### src/rtl/insfetch_queue_pkg.sv
// Shared definitions for the instruction prefetch queue: widths, FSM
// encoding, queue entry layout and the JAL target helper used when the
// INSFQ_JAL_FOLLOW_EN build option is defined.
package insfetch_queue_pkg;

  localparam int INS_W   = 32;
  localparam int ENTRY_W = 64;

  localparam logic [6:0] OPCODE_JAL = 7'b1101111;

  typedef enum logic [1:0] {
    ST_IDLE  = 2'd0,
    ST_REQ   = 2'd1,
    ST_WAIT  = 2'd2,
    ST_DRAIN = 2'd3
  } fsm_state_e;

  typedef struct packed {
    logic [INS_W-1:0] pc;
    logic [INS_W-1:0] ins;
  } fq_entry_t;

  // Static taken-jump target: PC + sign-extended J-type immediate.
  function automatic logic [INS_W-1:0] jal_target(input logic [INS_W-1:0] pc,
                                                  input logic [INS_W-1:0] ins);
    logic [INS_W-1:0] imm;
    imm = {{12{ins[31]}}, ins[19:12], ins[20], ins[30:21], 1'b0};
    return pc + imm;
  endfunction

endpackage

### src/rtl/insfetch_queue_store.sv
// insfq_store: DEPTH x 64-bit {PC, ins} register file, one write port and an
// asynchronous read of the queue head.
module insfq_store
  import insfetch_queue_pkg::*;
#(
  parameter int DEPTH = 4
) (
  input  logic                     clk_in,
  input  logic                     we_i,
  input  logic [$clog2(DEPTH)-1:0] waddr_i,
  input  fq_entry_t                wdata_i,
  input  logic [$clog2(DEPTH)-1:0] raddr_i,
  output fq_entry_t                rdata_o
);

  fq_entry_t mem_q [DEPTH];

  // Write the pushed entry into its slot.
  // NOTE: the storage array has no reset; occupancy is tracked by the count
  // and pointers in the parent, and the parent masks the head while empty.
  always_ff @(posedge clk_in) begin
    if (we_i) begin
      mem_q[waddr_i] <= wdata_i;
    end
  end

  assign rdata_o = mem_q[raddr_i];

endmodule

### src/rtl/insfetch_queue.sv
// insfetch_queue: sequential instruction prefetch queue between MemAdapter
// and IssueManager. One fetch in flight at most; flush discards the queue
// and any in-flight word and redirects fetching.
// Build option: INSFQ_JAL_FOLLOW_EN -- follow JAL targets when prefetching.
module insfetch_queue
  import insfetch_queue_pkg::*;
#(
  parameter int          DEPTH    = 4,
  parameter logic [31:0] RESET_PC = 32'h0
) (
  input  logic                   clk_in,
  input  logic                   rst_in,
  input  logic                   rdy_in,
  input  logic                   flush_pipline,
  input  logic [INS_W-1:0]       flush_pc,
  output logic                   try_start_insfetch_task,
  output logic [INS_W-1:0]       insfetch_addr,
  input  logic                   insfetch_task_accepted,
  input  logic                   insfetch_task_done,
  input  logic [INS_W-1:0]       insfetch_ins_full,
  output logic                   out_valid,
  input  logic                   out_ready,
  output logic [INS_W-1:0]       out_PC,
  output logic [INS_W-1:0]       out_ins,
  output logic [$clog2(DEPTH):0] queue_count
);

  localparam int AW = $clog2(DEPTH);
  localparam int CW = AW + 1;
  localparam logic [CW-1:0] FULL_CNT = CW'(DEPTH);

  fsm_state_e       state_q;
  logic             try_start_q;
  logic [INS_W-1:0] fetch_pc_q;
  logic [AW-1:0]    rd_ptr_q, wr_ptr_q;
  logic [CW-1:0]    count_q, count_d;
  logic             do_push, do_pop, not_empty;
  logic [INS_W-1:0] seq_pc, flush_target;
  fq_entry_t        head;

  assign not_empty    = (count_q != '0);
  assign do_pop       = rdy_in & ~flush_pipline & not_empty & out_ready;
  assign do_push      = rdy_in & ~flush_pipline & (state_q == ST_WAIT) & insfetch_task_done;
  assign flush_target = flush_pc & ~32'h3;

`ifdef INSFQ_JAL_FOLLOW_EN
  assign seq_pc = (insfetch_ins_full[6:0] == OPCODE_JAL) ?
                  jal_target(fetch_pc_q, insfetch_ins_full) : fetch_pc_q + 32'd4;
`else
  assign seq_pc = fetch_pc_q + 32'd4;
`endif

  // Occupancy after this cycle's push/pop.
  // NOTE: every combinational output gets a default first so no path
  // through the block leaves it unassigned (which would infer a latch).
  always_comb begin
    count_d = count_q;
    if (do_push && !do_pop) begin
      count_d = count_q + CW'(1);
    end else if (do_pop && !do_push) begin
      count_d = count_q - CW'(1);
    end
  end

  // Fetch FSM, fetch PC, queue pointers and count; registered request output.
  // NOTE: sequential state uses non-blocking assignments so every register
  // samples pre-edge values regardless of statement order.
  always_ff @(posedge clk_in) begin
    if (!rst_in) begin
      state_q     <= ST_IDLE;
      try_start_q <= 1'b0;
      fetch_pc_q  <= RESET_PC;
      rd_ptr_q    <= '0;
      wr_ptr_q    <= '0;
      count_q     <= '0;
    end else if (rdy_in) begin
      if (flush_pipline) begin
        rd_ptr_q   <= '0;
        wr_ptr_q   <= '0;
        count_q    <= '0;
        fetch_pc_q <= flush_target;
        // A word still owed by MemAdapter must be drained before refetching.
        case (state_q)
          ST_REQ: begin
            state_q     <= insfetch_task_accepted ? ST_DRAIN : ST_REQ;
            try_start_q <= ~insfetch_task_accepted;
          end
          ST_WAIT, ST_DRAIN: begin
            state_q     <= insfetch_task_done ? ST_REQ : ST_DRAIN;
            try_start_q <= insfetch_task_done;
          end
          default: begin
            state_q     <= ST_REQ;
            try_start_q <= 1'b1;
          end
        endcase
      end else begin
        if (do_push) begin
          wr_ptr_q   <= wr_ptr_q + AW'(1);
          fetch_pc_q <= seq_pc;
        end
        if (do_pop) begin
          rd_ptr_q <= rd_ptr_q + AW'(1);
        end
        count_q <= count_d;
        case (state_q)
          ST_IDLE: begin
            if (count_q < FULL_CNT) begin
              state_q     <= ST_REQ;
              try_start_q <= 1'b1;
            end
          end
          ST_REQ: begin
            if (insfetch_task_accepted) begin
              state_q     <= ST_WAIT;
              try_start_q <= 1'b0;
            end
          end
          ST_WAIT: begin
            if (insfetch_task_done) begin
              state_q     <= (count_d < FULL_CNT) ? ST_REQ : ST_IDLE;
              try_start_q <= (count_d < FULL_CNT);
            end
          end
          default: begin
            if (insfetch_task_done) begin
              state_q     <= ST_REQ;
              try_start_q <= 1'b1;
            end
          end
        endcase
      end
    end
  end

  insfq_store #(.DEPTH(DEPTH)) u_store (
    .clk_in  (clk_in),
    .we_i    (do_push),
    .waddr_i (wr_ptr_q),
    .wdata_i ('{pc: fetch_pc_q, ins: insfetch_ins_full}),
    .raddr_i (rd_ptr_q),
    .rdata_o (head)
  );

  assign try_start_insfetch_task = try_start_q;
  assign insfetch_addr           = fetch_pc_q;
  assign out_valid               = not_empty;
  assign out_PC                  = not_empty ? head.pc  : '0;
  assign out_ins                 = not_empty ? head.ins : '0;
  assign queue_count             = count_q;

endmodule
### config.mk
export PLATFORM = sky130hd
export DESIGN_NAME = insfetch_queue
export DESIGN_NICKNAME = d
export VERILOG_FILES = /design/src/rtl/insfetch_queue_pkg.sv /design/src/rtl/insfetch_queue_store.sv /design/src/rtl/insfetch_queue.sv
export SDC_FILE = /design/constraint.sdc
export NUM_CORES = 1
export LEC_CHECK = 0
export CAP_MARGIN = 25
export CORE_MARGIN = 2
export CORE_UTILIZATION = 50
export CTS_CLUSTER_DIAMETER = 80
export CTS_CLUSTER_SIZE = 14
export DETAILED_ROUTE_END_ITERATION = 7
export DONT_BUFFER_PORTS = 1
export PLACE_DENSITY = 0.7
export SLEW_MARGIN = 0
export SYNTH_ARGS = -nofsm -noshare
export SYNTH_HDL_FRONTEND = slang
export SYNTH_SLANG_ARGS = --single-unit
### constraint.sdc
create_clock -name clk_in -period 4.81 [get_ports clk_in]
set_input_delay 1.2025 -clock clk_in [delete_from_list [all_inputs] [get_ports clk_in]]
set_output_delay 1.2025 -clock clk_in [all_outputs]
set_load 0.05 [all_outputs]
Yosys cells after proc, flatten, opt, wreduce, memory -nomap -nowiden
Memory sizes are Yosys's and may differ from the RTL's. A register that Yosys moved wholly into a read port is not among the register bits.
Cells that the tools add are included.
Widths: inputs -> output; s select.
{"block": "word_totals", "ff_bits": 42, "out_inout_bits": 101, "ramBits": 256, "wordCells": 72, "memories": 1, "input_bits": 71}
{"name": "u_store.mem_q", "depth": 4, "width": 64, "read_ports": 1, "rd_ports_with_merged_regs": 1, "write_ports": 1, "line": "insfetch_queue_store.sv:16", "text": "fq_entry_t mem_q [DEPTH];"}
{"block": "classes", "mux": 32, "n_addsub": 5, "reduce_logical": 13, "n_lt_le_gt_ge": 2, "bitwise": 7, "n_eq_ne": 6}
{"cell": "$mux 32", "count": 4}
{"cell": "$add 32x3->32 const B", "count": 1}
{"cell": "$mux 2", "count": 13}
{"cell": "$mux 3", "count": 3}
{"cell": "$ne 3x3->1 const B", "count": 3}
{"cell": "$mux 1", "count": 8}
{"cell": "$lt 3x3->1 const B", "count": 2}
{"cell": "$pmux 2 s3", "count": 1}
{"cell": "$and 1x1->1", "count": 5}
{"cell": "$reduce_and 5->1", "count": 1}
{"cell": "$add 2x1->2 const B", "count": 2}
{"cell": "$eq 2x2->1 const B", "count": 2}
{"cell": "$pmux 2 s2", "count": 1}
{"cell": "$reduce_and 2->1", "count": 2}
{"cell": "$reduce_bool 2->1", "count": 2}
{"cell": "$reduce_bool 4->1", "count": 1}
{"cell": "$add 3x1->3 const B", "count": 1}
{"cell": "$pmux 1 s3", "count": 1}
{"cell": "$reduce_bool 3->1", "count": 1}
{"cell": "$sub 3x1->3 const B", "count": 1}
{"cell": "$eq 2x1->1 const B", "count": 1}
{"cell": "$logic_and 1x1->1", "count": 2}
{"cell": "$logic_not 1->1", "count": 2}
{"cell": "$logic_not 2->1", "count": 1}
{"cell": "other kinds (3)", "count": 4}

Depth between registers and ports, before layout
{"block": "depth", "word_depth": 13, "depth_mapped": 8, "mapped_depth_nobuf": 7}

Modules after synthesis
A second synthesis with hierarchy kept.
{"block": "hier_totals", "hier_cells": 767, "hier_area_um2": 12411.9}
{"module": "insfq_store", "instances": 1, "seq_area_each_um2": 7687.4, "area_per_inst_um2": 9341.5, "cells_per_inst": 338}
{"module": "insfetch_queue", "instances": 1, "seq_area_each_um2": 800.8, "area_per_inst_um2": 3070.4, "cells_per_inst": 429}

Least setup slack after synthesis
Ideal clock, no wire load.
{"block": "synth_timing", "path_kind": "input to register", "from": "input port flush_pipline", "to": "memory u_store.mem_q[0][0] in the netlist's numbering, enable pin", "t_arrival_ns": 3.423, "slack_ns": 0.960, "required_time_ns": 4.384, "setup_time_ns": 0.426, "path_stages": 5, "path_cell_list": "nand2b_1 > clkbuf_1 > nor2_1 > clkbuf_1 > and2_1"}
{"block": "synth_via", "elab_chain_cells": 6}
{"element": "from (decl)", "line": "insfetch_queue.sv:14", "text": "input logic flush_pipline,"}
{"element": "$not 1->1", "line": "insfetch_queue.sv:43", "text": "assign do_push = rdy_in & ~flush_pipline & (state_q == ST_WAIT) & insfetch_task_done;"}
{"element": "$and 1x1->1 (3 in series)", "line": "insfetch_queue.sv:43"}
{"element": "$mux 1", "line": "insfetch_queue_store.sv:22", "text": "if (we_i) begin"}
{"element": "$mux 1 (not written as such)", "line": "insfetch_queue_store.sv:23", "text": "mem_q[waddr_i] <= wdata_i;"}
{"element": "to (decl)", "line": "insfetch_queue_store.sv:16"}
Every way passes these cells.

Final worst setup path
{"block": "layout_timing", "from": "register count_q[0] (netlist: queue_count[0])", "to": "output port out_PC[19]"}
{"block": "layout_via", "elab_chain_cells": 2}
{"element": "from (decl)", "line": "insfetch_queue.sv:36", "text": "logic [CW-1:0] count_q, count_d;"}
{"element": "from (signal assigned)", "line": "insfetch_queue.sv:105", "text": "count_q <= count_d;"}
{"element": "$reduce_bool 3->1", "line": "insfetch_queue.sv:41", "text": "assign not_empty = (count_q != '0);"}
{"element": "$mux 32", "line": "insfetch_queue.sv:148", "text": "assign out_PC = not_empty ? head.pc : '0;"}
{"element": "to (decl)", "line": "insfetch_queue.sv:23", "text": "output logic [INS_W-1:0] out_PC,"}
Every way passes these cells.

==> qor.yml <==
floorplanning:
  die-area_um2: 25390
  pin_count: 172
  fp.dieW_um: 159.4
  core_region_area_um2: 23610
  start_util_pct: 51.10
  row_count: 56
  die_h_um: 159.4
cts:
  postCtsSetupBuffers: 0
  ctsResizeCount: 0
  ctsHtreeMaxLevel: 1
  cts_buffer_depth: 3
  holdBufCountCts: 0
  cts_buffers: 24
  cts_root_buffer: "clkbuf_16"
  tritoncts: "done"
  clock_sinks: 290
  clkLatencyLatePin_ns: 0.52
  cts.clk_slew.worst_paths_ns: 0.07
yosys:
  yosysWarnings: 0
  postSynthAreaPerCell_um2: 16.26
  netlist_instances: 742
  async_flop_share_pct: 0
  yosysUniqueCellTypes: 65
  yosysSeqAreaShare_pct: 68.69
  ys_ff_latch: 290
  ys.flop_type: "edfxtp_1"
  netlist_area_um2: 12070
  synth_edf_count: 248
flow_run:
  drv_cap: 0
grt:
  grtUsageTotal_pct: 19.68
  grt_overflow: 0
  grt_max_degree: 69
  grt_pass1_vias: 6881
  antenna_found_initial: 2
  grt_pass1_wl_mm: 38.84
power_and_ir_drop:
  p_int_mw: 3.812
  comb_power_share_pct: 4.2
  p_seq_share_pct: 58.3
  p_per_area_nw_per_um2: 374.0
  power_leakage_nw: 4.094
  clockPowerShare_pct: 37.5
  p_sw_share_pct: 22.07
  p_sw_mw: 1.079
  peakVddDrop_mv: 0.1805
final_layout:
  fill_cells: 1834
  drive_gt1_share_pct: 15.82
  ff_latch_area_um2: 8295
  final_common_cell: "edfxtp_1"
  multi_input_area_um2: 3538
  final_nets: 807
  layout_common_cells: "248 x edfxtp_1, 63 x and2_1, 62 x mux4_2"
  areaGrowthSynthToFinish_pct: 8.389
setup_path:
  slowest_stage: "dfxtp_1"
  startpoint_type: "register"
  end_kind: "output pin"
  worstSetupPathType: "reg -> out"
  worstPathRequired_ns: 3.61
  crit_family: "simple AND/OR/NAND/NOR gates"
  worst-r2r-cell-count: 6
  r2r_end: "insfetch_addr[16]$_SDFFE_PN0P_"
  crit_arrival_ns: 2.88
  path_cells: "inv_1 -> ha_1 -> nand2b_2 -> buf_16 -> and2_1"
  rr_startpoint: "insfetch_addr[2]$_SDFFE_PN0P_"
  cp_slowest_stage_delay_ns: 0.70
  critPathMaxFanout: 35
  critPathBufInv: 2
  rrSetupSlack_ns: 1.91
placed_design:
  post-dp-hpwl_mm: 15.25
  portBuffers: 0
  place.gp.congestion: 0.8923
  pre_cts_slack_ns: 1.050
routing:
  drt_first_iter_violations: 476
  postRouteAntennaNets: 0
  wl_per_cell_um: 23.72
  drc_errors: 0
  vias_per_cell: 6.170
  routed_wl_mm: 25.31
  first_pass_iters: 5
  num_vias: 6583
worst_hold_path:
  hp-start: "rd_ptr_q[0]$_SDFFE_PN0P_"
  hold_path_class: "reg -> reg"
  min_path_cells: 2
sta:
  max_freq_ghz: 0.2450
  slew_viol_final: 0
  max_slew_margin_pct: 33.60
  setup-tns-final_ns: 0
  finalCritPeriodShare_pct: 84.85
  rsz0062_at_grt: "no"
  final-hold-violation-count: 0
  post-route-min-period_ns: 4.081
  fin_ws_ns: 0.7286
  worstMarginPinSlew_ns: 0.9959
  fin_skew_ns: 0.02045
  setup_viol: 0
status:
  status: "complete, no violations"
logic make-up after synthesis:
| logic type | after synthesis | synth area share, % |
|---|---|---|
| muxes | 68 | 12.07 |
| buffers and inverters | 60 | 2.219 |
| other | 1 | 0.03108 |
| and+or+nand+nor | 200 | 9.644 |
| DFF | 290 | 68.69 |
| AOI/OAI and AO/OA | 115 | 6.522 |
| adders and majority gates | 8 | 0.8296 |
per-layer routing:
metal / share of wire (%) / track usage, % / wire (um) / vias up
met2: 50 / 33.70 / 12530 / 269
met3: 9.8 / 7.059 / 2479 / 39
met4: 1.8 / 5.785 / 448 / 0
li1: - / - / - / 2912
met5: 0 / 0 / 0 / -
met1: 39 / 23.57 / 9848 / 3363
cell type report:
| class | count | area share [%] |
|---|---|---|
| well taps | 319 | 3.052 |
| clock buffers | 44 | 5.491 |
| multi-input cells | 395 | 27.05 |
| inverters | 10 | 0.2870 |
| diodes | 2 | 0.03827 |
| repair buffers | 7 | 0.6505 |
| flip-flops and latches | 290 | 63.43 |
registers in the layout, indices dropped and copies added (netlist names), named ones only:
signal / count
u_store.mem_q: 248
insfetch_addr: 30
queue_count: 3
rd_ptr_q: 2
state_q: 2
wr_ptr_q: 2
try_start_insfetch_task: 1
worst min-delay path, cell delays in order (launching register included):
cell	delay (ns)
dfxtp_1	0.32
o21ai_0	0.08
a21oi_1	0.08
cell usage after synthesis, types with 12 or more instances:
cell	n	area (um2)
clkbuf_1	31	116.4
nor2_1	33	123.9
dfxtp_1	42	840.8
o21ai_0	19	95.09
a21oi_1	30	150.1
edfxtp_1	248	7447
nand2_1	29	108.9
mux4_2	62	1396
and2_1	67	419.2
nand3_1	12	60.06
stage by stage:
step / total power [mW] / cell area [um2] / utilization, % / instances / hold WS [ns]
finish: 4.891 / 13080 / 55.39 / 1067 / 0.5334
detailed placement: 3.111 / 12330 / 52.21 / 1020 / 0.5020
CTS: 4.932 / 13050 / 55.25 / 1064 / 0.5124
global route: 5.044 / 13070 / 55.37 / 1065 / 0.5767
global placement: 3.099 / 12330 / 52.21 / 1020 / 0.4721
floorplan: 3.070 / 12080 / - / 745 / 0.4727
worst max path at each step:
stage	start	end	slack, ns	cells past startpoint
floorplan	flush_pipline	u_store.mem_q[0][0]$_DFFE_PP_	0.96	5
global placement	queue_count[0]$_SDFFE_PN0P_	out_ins[23]	1.23	4
detailed placement	queue_count[0]$_SDFFE_PN0P_	out_PC[27]	1.05	4
CTS	queue_count[0]$_SDFFE_PN0P_	out_PC[27]	0.49	4
global route	queue_count[0]$_SDFFE_PN0P_	out_PC[19]	0.51	5
finish	queue_count[0]$_SDFFE_PN0P_	out_PC[19]	0.73	5
power by group through the flow:
stage | Combinational (mW) | Clock [mW] | Sequential [mW]
after detailed placement | 0.202 | 0 | 2.91
after floorplan | 0.182 | 0 | 2.89
final | 0.206 | 1.83 | 2.85
after CTS | 0.203 | 1.88 | 2.85
after global routing | 0.219 | 1.97 | 2.86
after global placement | 0.195 | 0 | 2.90
(Power assumes the default switching activity.)
